### src/rtl/fetch_line_buffer.sv
// Instruction-fetch front end: one 64-byte line buffer refilled over AXI read bursts,
// presenting one 32-bit instruction per cycle with its PC to decode.
//
// state  | meaning
// -------+-------------------------------------------------------------
// IDLE   | no fetch PC yet; waits for the first redirect
// REQ    | AR issued for the missing line; address frozen until handshake
// FILL   | accepting read beats into the line buffer until rlast
// SERVE  | present the instruction at pc on a hit; a miss goes to REQ
module fetch_line_buffer #(
    parameter int ID_WIDTH   = 13,
    parameter int ADDR_WIDTH = 64,
    parameter int DATA_WIDTH = 64,
    parameter int LINE_BEATS = 8
) (
    input  logic                  clk,
    input  logic                  reset,
    input  logic                  redirect_valid,
    input  logic [ADDR_WIDTH-1:0] redirect_pc,
    output logic                  instr_valid,
    input  logic                  instr_ready,
    output logic [31:0]           instr,
    output logic [ADDR_WIDTH-1:0] instr_pc,
    output logic [ID_WIDTH-1:0]   m_axi_arid,
    output logic [ADDR_WIDTH-1:0] m_axi_araddr,
    output logic [7:0]            m_axi_arlen,
    output logic [2:0]            m_axi_arsize,
    output logic [1:0]            m_axi_arburst,
    output logic                  m_axi_arvalid,
    input  logic                  m_axi_arready,
    input  logic [DATA_WIDTH-1:0] m_axi_rdata,
    input  logic                  m_axi_rlast,
    input  logic                  m_axi_rvalid,
    output logic                  m_axi_rready
);

    localparam int BEAT_OFF = $clog2(DATA_WIDTH / 8);
    localparam int LINE_OFF = $clog2((DATA_WIDTH / 8) * LINE_BEATS);
    localparam int IDX_W    = LINE_OFF - BEAT_OFF;
    localparam int CNT_W    = IDX_W + 1;
    localparam int TAG_W    = ADDR_WIDTH - LINE_OFF;
    localparam logic [CNT_W-1:0] CNT_FULL = CNT_W'(LINE_BEATS);

    typedef enum logic [1:0] {
        S_IDLE,
        S_REQ,
        S_FILL,
        S_SERVE
    } state_t;

    state_t                  state_q, state_d;
    logic [ADDR_WIDTH-1:0]   pc_q, pc_d;
    logic [ADDR_WIDTH-1:0]   araddr_q, araddr_d;
    logic [TAG_W-1:0]        tag_q, tag_d;
    logic                    line_valid_q, line_valid_d;
    logic [CNT_W-1:0]        beat_cnt_q, beat_cnt_d;
    logic [DATA_WIDTH-1:0]   line_q [LINE_BEATS];
    logic                    line_we;

    logic                    hit;
    logic [ADDR_WIDTH-1:0]   redirect_pc_w;
    logic [ADDR_WIDTH-1:0]   line_addr;
    logic [DATA_WIDTH-1:0]   beat_w;
    logic [BEAT_OFF-3:0]     word_sel;
    logic [31:0]             word_w;

    assign redirect_pc_w = redirect_pc & {{(ADDR_WIDTH-2){1'b1}}, 2'b00};
    assign line_addr     = {pc_q[ADDR_WIDTH-1:LINE_OFF], {LINE_OFF{1'b0}}};
    assign hit           = line_valid_q && (tag_q == pc_q[ADDR_WIDTH-1:LINE_OFF]);

    assign beat_w   = line_q[pc_q[LINE_OFF-1:BEAT_OFF]];
    assign word_sel = pc_q[BEAT_OFF-1:2];
    assign word_w   = beat_w[{word_sel, 5'b00000} +: 32];

    always_comb begin
        state_d      = state_q;
        pc_d         = pc_q;
        araddr_d     = araddr_q;
        tag_d        = tag_q;
        line_valid_d = line_valid_q;
        beat_cnt_d   = beat_cnt_q;
        line_we      = 1'b0;

        case (state_q)
            S_IDLE: begin
                if (redirect_valid) begin
                    pc_d    = redirect_pc_w;
                    state_d = S_SERVE;
                end
            end
            S_SERVE: begin
                if (redirect_valid) begin
                    pc_d = redirect_pc_w;
                end else if (hit) begin
                    if (instr_ready) pc_d = pc_q + ADDR_WIDTH'(4);
                end else begin
                    araddr_d = line_addr;
                    state_d  = S_REQ;
                end
            end
            S_REQ: begin
                if (redirect_valid) pc_d = redirect_pc_w;
                if (m_axi_arready) begin
                    tag_d        = araddr_q[ADDR_WIDTH-1:LINE_OFF];
                    line_valid_d = 1'b0;
                    beat_cnt_d   = '0;
                    state_d      = S_FILL;
                end
            end
            S_FILL: begin
                if (redirect_valid) pc_d = redirect_pc_w;
                if (m_axi_rvalid) begin
                    // Overlong bursts: extra beats are dropped, rlast still ends the fill.
                    if (beat_cnt_q != CNT_FULL) begin
                        line_we    = 1'b1;
                        beat_cnt_d = beat_cnt_q + CNT_W'(1);
                    end
                    if (m_axi_rlast) begin
                        line_valid_d = 1'b1;
                        state_d      = S_SERVE;
                    end
                end
            end
            default: state_d = S_IDLE;
        endcase
    end

    always_ff @(posedge clk or posedge reset) begin
        if (reset) begin
            state_q      <= S_IDLE;
            pc_q         <= '0;
            araddr_q     <= '0;
            tag_q        <= '0;
            line_valid_q <= 1'b0;
            beat_cnt_q   <= '0;
        end else begin
            state_q      <= state_d;
            pc_q         <= pc_d;
            araddr_q     <= araddr_d;
            tag_q        <= tag_d;
            line_valid_q <= line_valid_d;
            beat_cnt_q   <= beat_cnt_d;
        end
    end

    always_ff @(posedge clk) begin
        if (line_we) line_q[beat_cnt_q[IDX_W-1:0]] <= m_axi_rdata;
    end

    assign instr_valid   = (state_q == S_SERVE) && hit;
    assign instr         = instr_valid ? word_w : 32'd0;
    assign instr_pc      = pc_q;

    assign m_axi_arid    = '0;
    assign m_axi_araddr  = araddr_q;
    assign m_axi_arlen   = 8'(LINE_BEATS - 1);
    assign m_axi_arsize  = 3'(BEAT_OFF);
    assign m_axi_arburst = 2'b01;
    assign m_axi_arvalid = (state_q == S_REQ);
    assign m_axi_rready  = (state_q == S_FILL);

endmodule

### config.mk
export PLATFORM = sky130hd
export DESIGN_NAME = fetch_line_buffer
export DESIGN_NICKNAME = d
export VERILOG_FILES = /design/src/rtl/fetch_line_buffer.sv
export SDC_FILE = /design/constraint.sdc
export NUM_CORES = 1
export LEC_CHECK = 0
export ABC_AREA = 1
export CORE_ASPECT_RATIO = 0.8
export CORE_UTILIZATION = 62
export DETAILED_ROUTE_END_ITERATION = 6
export PLACE_DENSITY = 0.9
export SYNTH_ARGS = -nofsm -noshare
export SYNTH_HDL_FRONTEND = slang
export SYNTH_SLANG_ARGS = --single-unit
### constraint.sdc
create_clock -name clk -period 13.15 [get_ports clk]
set_input_delay 2.63 -clock clk [delete_from_list [all_inputs] [get_ports clk]]
set_output_delay 2.63 -clock clk [all_outputs]
set_load 0.01 [all_outputs]
==> results of run 1 <==
## logic make-up (layout without fill, tap and decap cells)
logic type / Yosys count / in the layout / share of synthesized area (%)
compound gates: 551 / 551 / 8.880
flops: 697 / 697 / 63.53
mux: 124 / 124 / 4.085
xor+xnor: 46 / 46 / 1.279
fa+ha+maj: 3 / 3 / 0.1192
other cells: 2 / 38 / 0.02385
simple gates: 1219 / 1219 / 15.59
buf+inv: 478 / 724 / 6.496
## sequential cells by signal, indices dropped and copies added (netlist names)
signal	count
line_q	512
instr_pc	62
m_axi_araddr	58
tag_q	58
beat_cnt_q	4
state_q	2
line_valid_q	1
## layer usage
metal / global-route usage, % / up-vias / wire length (um)
met5: 0 / - / 27
met3: 8.909 / 249 / 10260
met2: 52.64 / 1497 / 41060
li1: - / 10890 / -
met1: 49.89 / 11640 / 36230
met4: 15.00 / 4 / 3560
## per-stage QoR
| step | total power, mW | utilization, % | cells | setup slack, ns |
|---|---|---|---|---|
| final | 6.703 | 73.95 | 4077 | 5.432 |
| after global routing | 6.974 | 73.94 | 4074 | 5.382 |
| after CTS | 6.655 | 73.93 | 4073 | 5.791 |
| after detailed placement | 4.735 | 69.56 | 3955 | 6.469 |
| after global placement | 4.660 | 69.56 | 3955 | 6.558 |
| after floorplan | 3.970 | - | 3152 | 5.278 |
## final timing paths
path,cells past startpoint,slack (ns),endpoint,startpoint
max in group asynchronous,3,8.98,instr_pc[3],reset
setup reg to reg,12,9.28,instr_pc[53],instr_pc[5]
hold reg to reg,1,0.49,beat_cnt_q[3],beat_cnt_q[3]
min in group asynchronous,2,2.59,tag_q[14],reset
setup / recovery,9,5.43,instr[4],instr_pc[30]
hold / removal,1,0.49,beat_cnt_q[3],beat_cnt_q[3]
## area by class of cell
type / instances / area [um2]
antenna: 4 / 10.01
clock buffer: 87 / 1892
clock inverter: 31 / 289.0
fill: 3313 / 12990
inverter: 291 / 1105
multi-input combinational: 1977 / 9630
sequential: 697 / 20010
tap: 675 / 844.6
timing repair buffer: 315 / 3095
## synthesized netlist by cell type
library cell,number
nand2_1,801
ha_1,3
inv_1,268
a211oi_1,7
o21ai_0,351
o21a_1,1
dfrtp_1,185
nand3_2,2
a31oi_1,11
buf_4,46
mux2i_1,88
conb_1,2
nor2_1,199
a21oi_1,157
nor2_4,1
buf_2,38
nand4_1,7
clkbuf_2,1
nor3_1,6
clkinv_1,1
a22o_1,1
buf_1,24
buf_6,4
xor2_1,39
o22ai_1,1
inv_2,22
xnor2_1,7
nand3_1,187
mux2_2,36
or2_2,9
edfxtp_1,512
nor2_2,1
nand4_4,1
o21ai_1,22
nand2_2,1
and2_1,4
clkbuf_1,74
## worst register-to-register path, stage by stage (launching register included)
cell	delay, ns
dfrtp_4	0.79
buf_4	0.75
nand2_1	0.22
nor2_1	0.18
nand2_1	0.16
nor2_1	0.61
nand2_1	0.40
o21ai_1	0.25
nand3_1	0.11
o21ai_0	0.12
inv_1	0.06
nand2_1	0.06
nand2_1	0.05
## power by group
part	switching [mW]	total (mW)	internal (mW)
Clock	0.821	1.92	1.10
Combinational	1.17	1.86	0.688
Sequential	0.301	2.93	2.62
==> reports/qor.yml, run 1 <==
sta:
  rsz0062_at_grt: "no"
  fin_crit_sh_pct: 58.69
  period_needed_ns: 7.718
  holdWs_ns: 0.4866
  fin_skew_ns: 0.01127
  fin_setup_tns_ns: 0
  timing.fmax_ghz: 0.1296
  slew_headroom_pct: 15.98
  finalSetupViolations: 0
  tightest_slew_ns: 1.260
  finalMaxSlewViolations: 0
  finalHoldViolCount: 0
grt:
  antenna_found_initial: 5
  grt_overflow: 0
  grt_use_total_pct: 35.39
  grt_max_degree: 243
  grt_pass1_wl_um: 135800
  grt_pass1_vias: 23140
cts:
  cts_resized: 0
  cts_tree: "built"
  path_clk_slew_ns: 0.06
  cts_sinks: 697
  post_cts_buffers: 0
  cts_hold_buf: 0
  cts_buffer_depth: 3
  clock_latency_ns: 0.60
  numCtsBuffers: 67
  clockRootBuffer: "clkbuf_16"
  cts_max_level: 3
worst_setup_path:
  arrival_ns: 5.09
  path_delay_family: "simple AND/OR/NAND/NOR gates"
  cp_slowest_stage_delay_ns: 0.88
  crit_buf_inv: 1
  path_cells: "nand2_1 -> nand2_1 -> nand2_1 -> nor2_1 -> nand3_1 -> nor2_2 -> nand3_2 -> a211oi_1 -> clkdlybuf4s50_1"
  critPathSlowestCell: "nand3_2"
  critPathMaxFanout: 33
  cp-start-kind: "flip-flop"
  critPathCaptureType: "output port"
  worstSetupPathType: "reg -> out"
  crit_path_frequent_cell: "nand2_1"
  crit_required_ns: 10.52
layout:
  drive_above_1_share_pct: 6.298
  finalInstanceArea_um2: 36880
  layout_common_cells: "801 x nand2_1, 512 x edfxtp_1, 351 x o21ai_0, 287 x clkdlybuf4s50_1, 265 x inv_1"
  final_common_cell: "nand2_1"
  nets: 3487
  syn2layout_area_growth_pct: 17.11
route:
  wl_per_cell_um: 22.35
  vias_per_cell: 5.955
  first_iter_violations: 3484
  drt_wl_total_um: 91140
  vias: 24280
  first_pass_iters: 7
  drcViolationCount: 0
  ant_nets: 0
die:
  fp.dieW_um: 254.0
  start_util_pct: 63.14
  pin_count: 324
  dieHeight_um: 203.6
  die-area_um2: 51700
  rows: 73
  core_um2: 49870
synthesis:
  yosysUniqueCellTypes: 37
  synth.top_cell.area_share_pct: 48.82
  postSynthAreaPerCell_um2: 10.09
  yosys.area.top_type: "edfxtp_1"
  synthTopCellsByArea: "edfxtp_1 49%, dfrtp_1 15%, nand2_1 9.5%"
  synth_cells: 3120
  synth_warnings: 0
  seq_area_frac_synth_pct: 63.53
  ys_ff_latch: 697
  syn-cell-area_um2: 31490
power:
  ir_drop_uv: 133.6
  p_leak_nw: 14.66
  p_per_area_nw_per_um2: 181.8
placed_design:
  gp_congestion: 1.072
  io_buffer_count: 287
  place_hpwl_um: 56980
  postPlaceCellArea_um2: 34690
run:
  cap_violations: 0
run_status:
  status: "finished, final reports clean"
hold_path:
  worst_hold_path_type: "reg -> reg"
Note: power is estimated with default switching activity, not from simulation.
==> run 2, diff against run 1 <==
--- a/config.mk
+++ b/config.mk
@@ -7,9 +7,9 @@
 export LEC_CHECK = 0
 export ABC_AREA = 1
 export CORE_ASPECT_RATIO = 0.8
-export CORE_UTILIZATION = 62
+export CORE_UTILIZATION = 57
 export DETAILED_ROUTE_END_ITERATION = 6
-export PLACE_DENSITY = 0.9
+export PLACE_DENSITY = 0.84
 export SYNTH_ARGS = -nofsm -noshare
 export SYNTH_HDL_FRONTEND = slang
 export SYNTH_SLANG_ARGS = --single-unit
==> constraint.sdc (replaced) <==
create_clock -name clk -period 7.8 [get_ports clk]
set_input_delay 1.56 -clock clk [delete_from_list [all_inputs] [get_ports clk]]
set_output_delay 1.56 -clock clk [all_outputs]
set_load 0.01 [all_outputs]
==> run 2 against run 1 <==
  * The flow now finishes with violations (DRC)
  * Die area rose by 8.7%
  * Register-to-register slack got worse by 5.3 ns
  * Sequential share of layout area fell by 0.27 points
  * Worst setup slack got worse by 4.1 ns
  * Global-route usage fell by 3.9 points
  * Largest power group unchanged
  * Via count fell by 2.6%
==> reports/qor.yml, run 2 (synthesis gave the netlist of run 1 again) <==
run_status:
  violations: "DRC"
  status: "complete, but fails checks"
power:
  comb_power_share_pct: 27.0  # -0.7 points
  seq_power_share_pct: 43.2  # -0.4 points
  switching_power_mw: 3.848  # +68%
  ir_drop_uv: 223.5  # +67%
  p_clk_share_pct: 29.8  # +1.1 points
  power.total_mw: 11.39  # +70%
  p_int_mw: 7.545  # +71%
  p_sw_share_pct: 33.78  # -0.39 points
  p_leak_nw: 14.72  # +0.37%
  p_per_area_nw_per_um2: 307.4  # +69%
cts:
  cts_max_level: 3  # unchanged
  path_clk_slew_ns: 0.06  # about the same
  cts_hold_buf: 0  # unchanged
  cts_resized: 0  # unchanged
  clockRootBuffer: "clkbuf_16"
  cts_tree: "built"
  numCtsBuffers: 68  # +1.5%
  cts_buffer_depth: 3  # unchanged
  clock_latency_ns: 0.62  # +0.02 ns
  cts_sinks: 697  # unchanged
  post_cts_buffers: 0  # unchanged
placed_design:
  gp_congestion: 1.069  # -0.25%
  place_hpwl_um: 54310  # -4.7%
  dpl.cell_count: 3982  # +0.68%
  io_buffer_count: 287  # unchanged
layout:
  layout_common_cells: "801 x nand2_1, 512 x edfxtp_1, 351 x o21ai_0, 287 x clkdlybuf4s50_1, 264 x inv_1"
  fin_util_pct: 68.37  # -5.6 points
  drive_above_1_share_pct: 6.529  # +0.23 points
  final_common_cell: "nand2_1"
  nFillCells: 3890  # +17%
  largest_register_ff_count: 512  # unchanged
  final-instance-count-excl-fill: 4108  # +0.76%
  nets: 3488  # +0.029%
  syn2layout_area_growth_pct: 17.69
grt:
  grt_pass1_vias: 22280  # -3.7%
  grt_use_total_pct: 31.45  # -3.9 points
  grt_pass1_wl_um: 131900  # -2.8%
  grt_overflow: 0  # unchanged
  grt_max_degree: 176  # -28%
  antenna_found_initial: 12  # +7
sta:
  period_needed_ns: 6.498
  tightest_slew_ns: 1.154  # -0.1061 ns
  fin_skew_ns: 0.01878  # +0.007518 ns
  timing.fmax_ghz: 0.1539
  finalSetupViolations: 0  # unchanged
  fin_crit_sh_pct: 83.31
  slew_headroom_pct: 22.96  # +7.0 points
  finalMaxSlewViolations: 0  # unchanged
  fin_setup_tns_ns: 0  # unchanged
  rsz0062_at_grt: "no"
  finalHoldViolCount: 0  # unchanged
die:
  core_um2: 54200  # +8.7%
  fp.dieW_um: 264.8  # +4.3%
  rows: 76  # +4.1%
  pin_count: 324  # unchanged
  dieHeight_um: 212.2  # +4.3%
  die-area_um2: 56200  # +8.7%
  start_util_pct: 58.10  # -5.0 points
worst_setup_path:
  worstSetupPathType: "reg -> out"
  critPathMaxFanout: 33  # unchanged
  crit_required_ns: 6.24  # -4.28 ns
  cp-start-kind: "flip-flop"
  critPathCaptureType: "output port"
  arrival_ns: 4.94  # -0.15 ns
route:
  ant_nets: 0  # unchanged
  drt_wl_total_um: 88740  # -2.6%
  drcViolationCount: 1  # +1
  vias_per_cell: 5.759  # -3.3%
  vias: 23660  # -2.6%
  first_iter_violations: 3048  # -13%
  wl_per_cell_um: 21.60  # -3.4%
  first_pass_iters: 7  # unchanged
run:
  cap_violations: 0  # unchanged
hold_path:
  worst_hold_path_type: "reg -> reg"
[run 2: cell count changes in the layout (fill, tap and decap cells not counted), moves of 2 or more]
cell / previous run / this run
clkinv_2: 10 / 8
bufinv_16: 4 / 7
clkbuf_1: 11 / 8
clkinvlp_4: 1 / 3
clkinv_4: 1 / 4
clkinv_1: 11 / 9
diode_2: 4 / 6
[run 2: power groups by stage]
stage	combinational (mW)	sequential, mW	clock (mW)
2_1_floorplan	1.82	4.88	0
3_3_place_gp	2.91	4.95	0
3_5_place_dp	2.99	4.96	0
4_1_cts	3.04	4.90	3.42
5_1_grt	3.38	4.96	3.56
6_report	3.08	4.92	3.39
[run 2: cell type report]
cell class                      count  area (um2)  area share (%)
Antenna cell                        6       15.01         0.04051
Tap cell                          702       878.3           2.370
Sequential cell                   697       20010           54.00
Multi-Input combinational cell   1977        9630           25.99
Clock buffer                       84        1869           5.044
Inverter                          291        1105           2.981
Timing Repair Buffer              315        3108           8.386
Clock inverter                     36       441.7           1.192
[run 2: path summary, 6_finish.rpt]
check	start	end	slack (ns)	cells past startpoint
min	beat_cnt_q[3]	beat_cnt_q[3]	0.47	1
min in group asynchronous	reset	line_valid_q	1.53	2
min reg2reg	beat_cnt_q[3]	beat_cnt_q[3]	0.47	1
max reg2reg	instr_pc[3]	instr_pc[58]	3.96	12
max	instr_pc[30]	instr[20]	1.30	10
max in group asynchronous	reset	instr_pc[47]	4.95	3
[run 2: stage by stage]
| step | hold WS [ns] | cell area, um2 | setup WS [ns] |
|---|---|---|---|
| 2_1_floorplan | 0.4348 | 31610 | 0.9976 |
| 3_3_place_gp | 0.4553 | 34730 | 2.152 |
| 3_5_place_dp | 0.4567 | 34730 | 2.153 |
| 4_1_cts | 0.4755 | 37050 | 1.505 |
| 5_1_grt | 0.5101 | 37060 | 1.068 |
| 6_report | 0.4725 | 37060 | 1.302 |
[run 2: worst max-delay path: stages (launching register included)]
cell             delay, ns
dfrtp_1               0.52
inv_1                 0.13
nand2_1               0.06
nand2_1               0.27
nand2_1               0.09
nor2_1                0.11
nand3_1               0.29
nor2_2                0.34
nand3_2               0.91
a211oi_1              0.91
clkdlybuf4s50_1       0.67
[run 2: routing by layer]
metal | share of wire (%) | global-route usage [%] | wire length [um]
met1 | 41 | 44.62 | 36740
met2 | 44 | 46.37 | 39280
met3 | 11 | 8.385 | 9648
met4 | 3.4 | 12.56 | 3011
met5 | 0.066 | 0 | 59
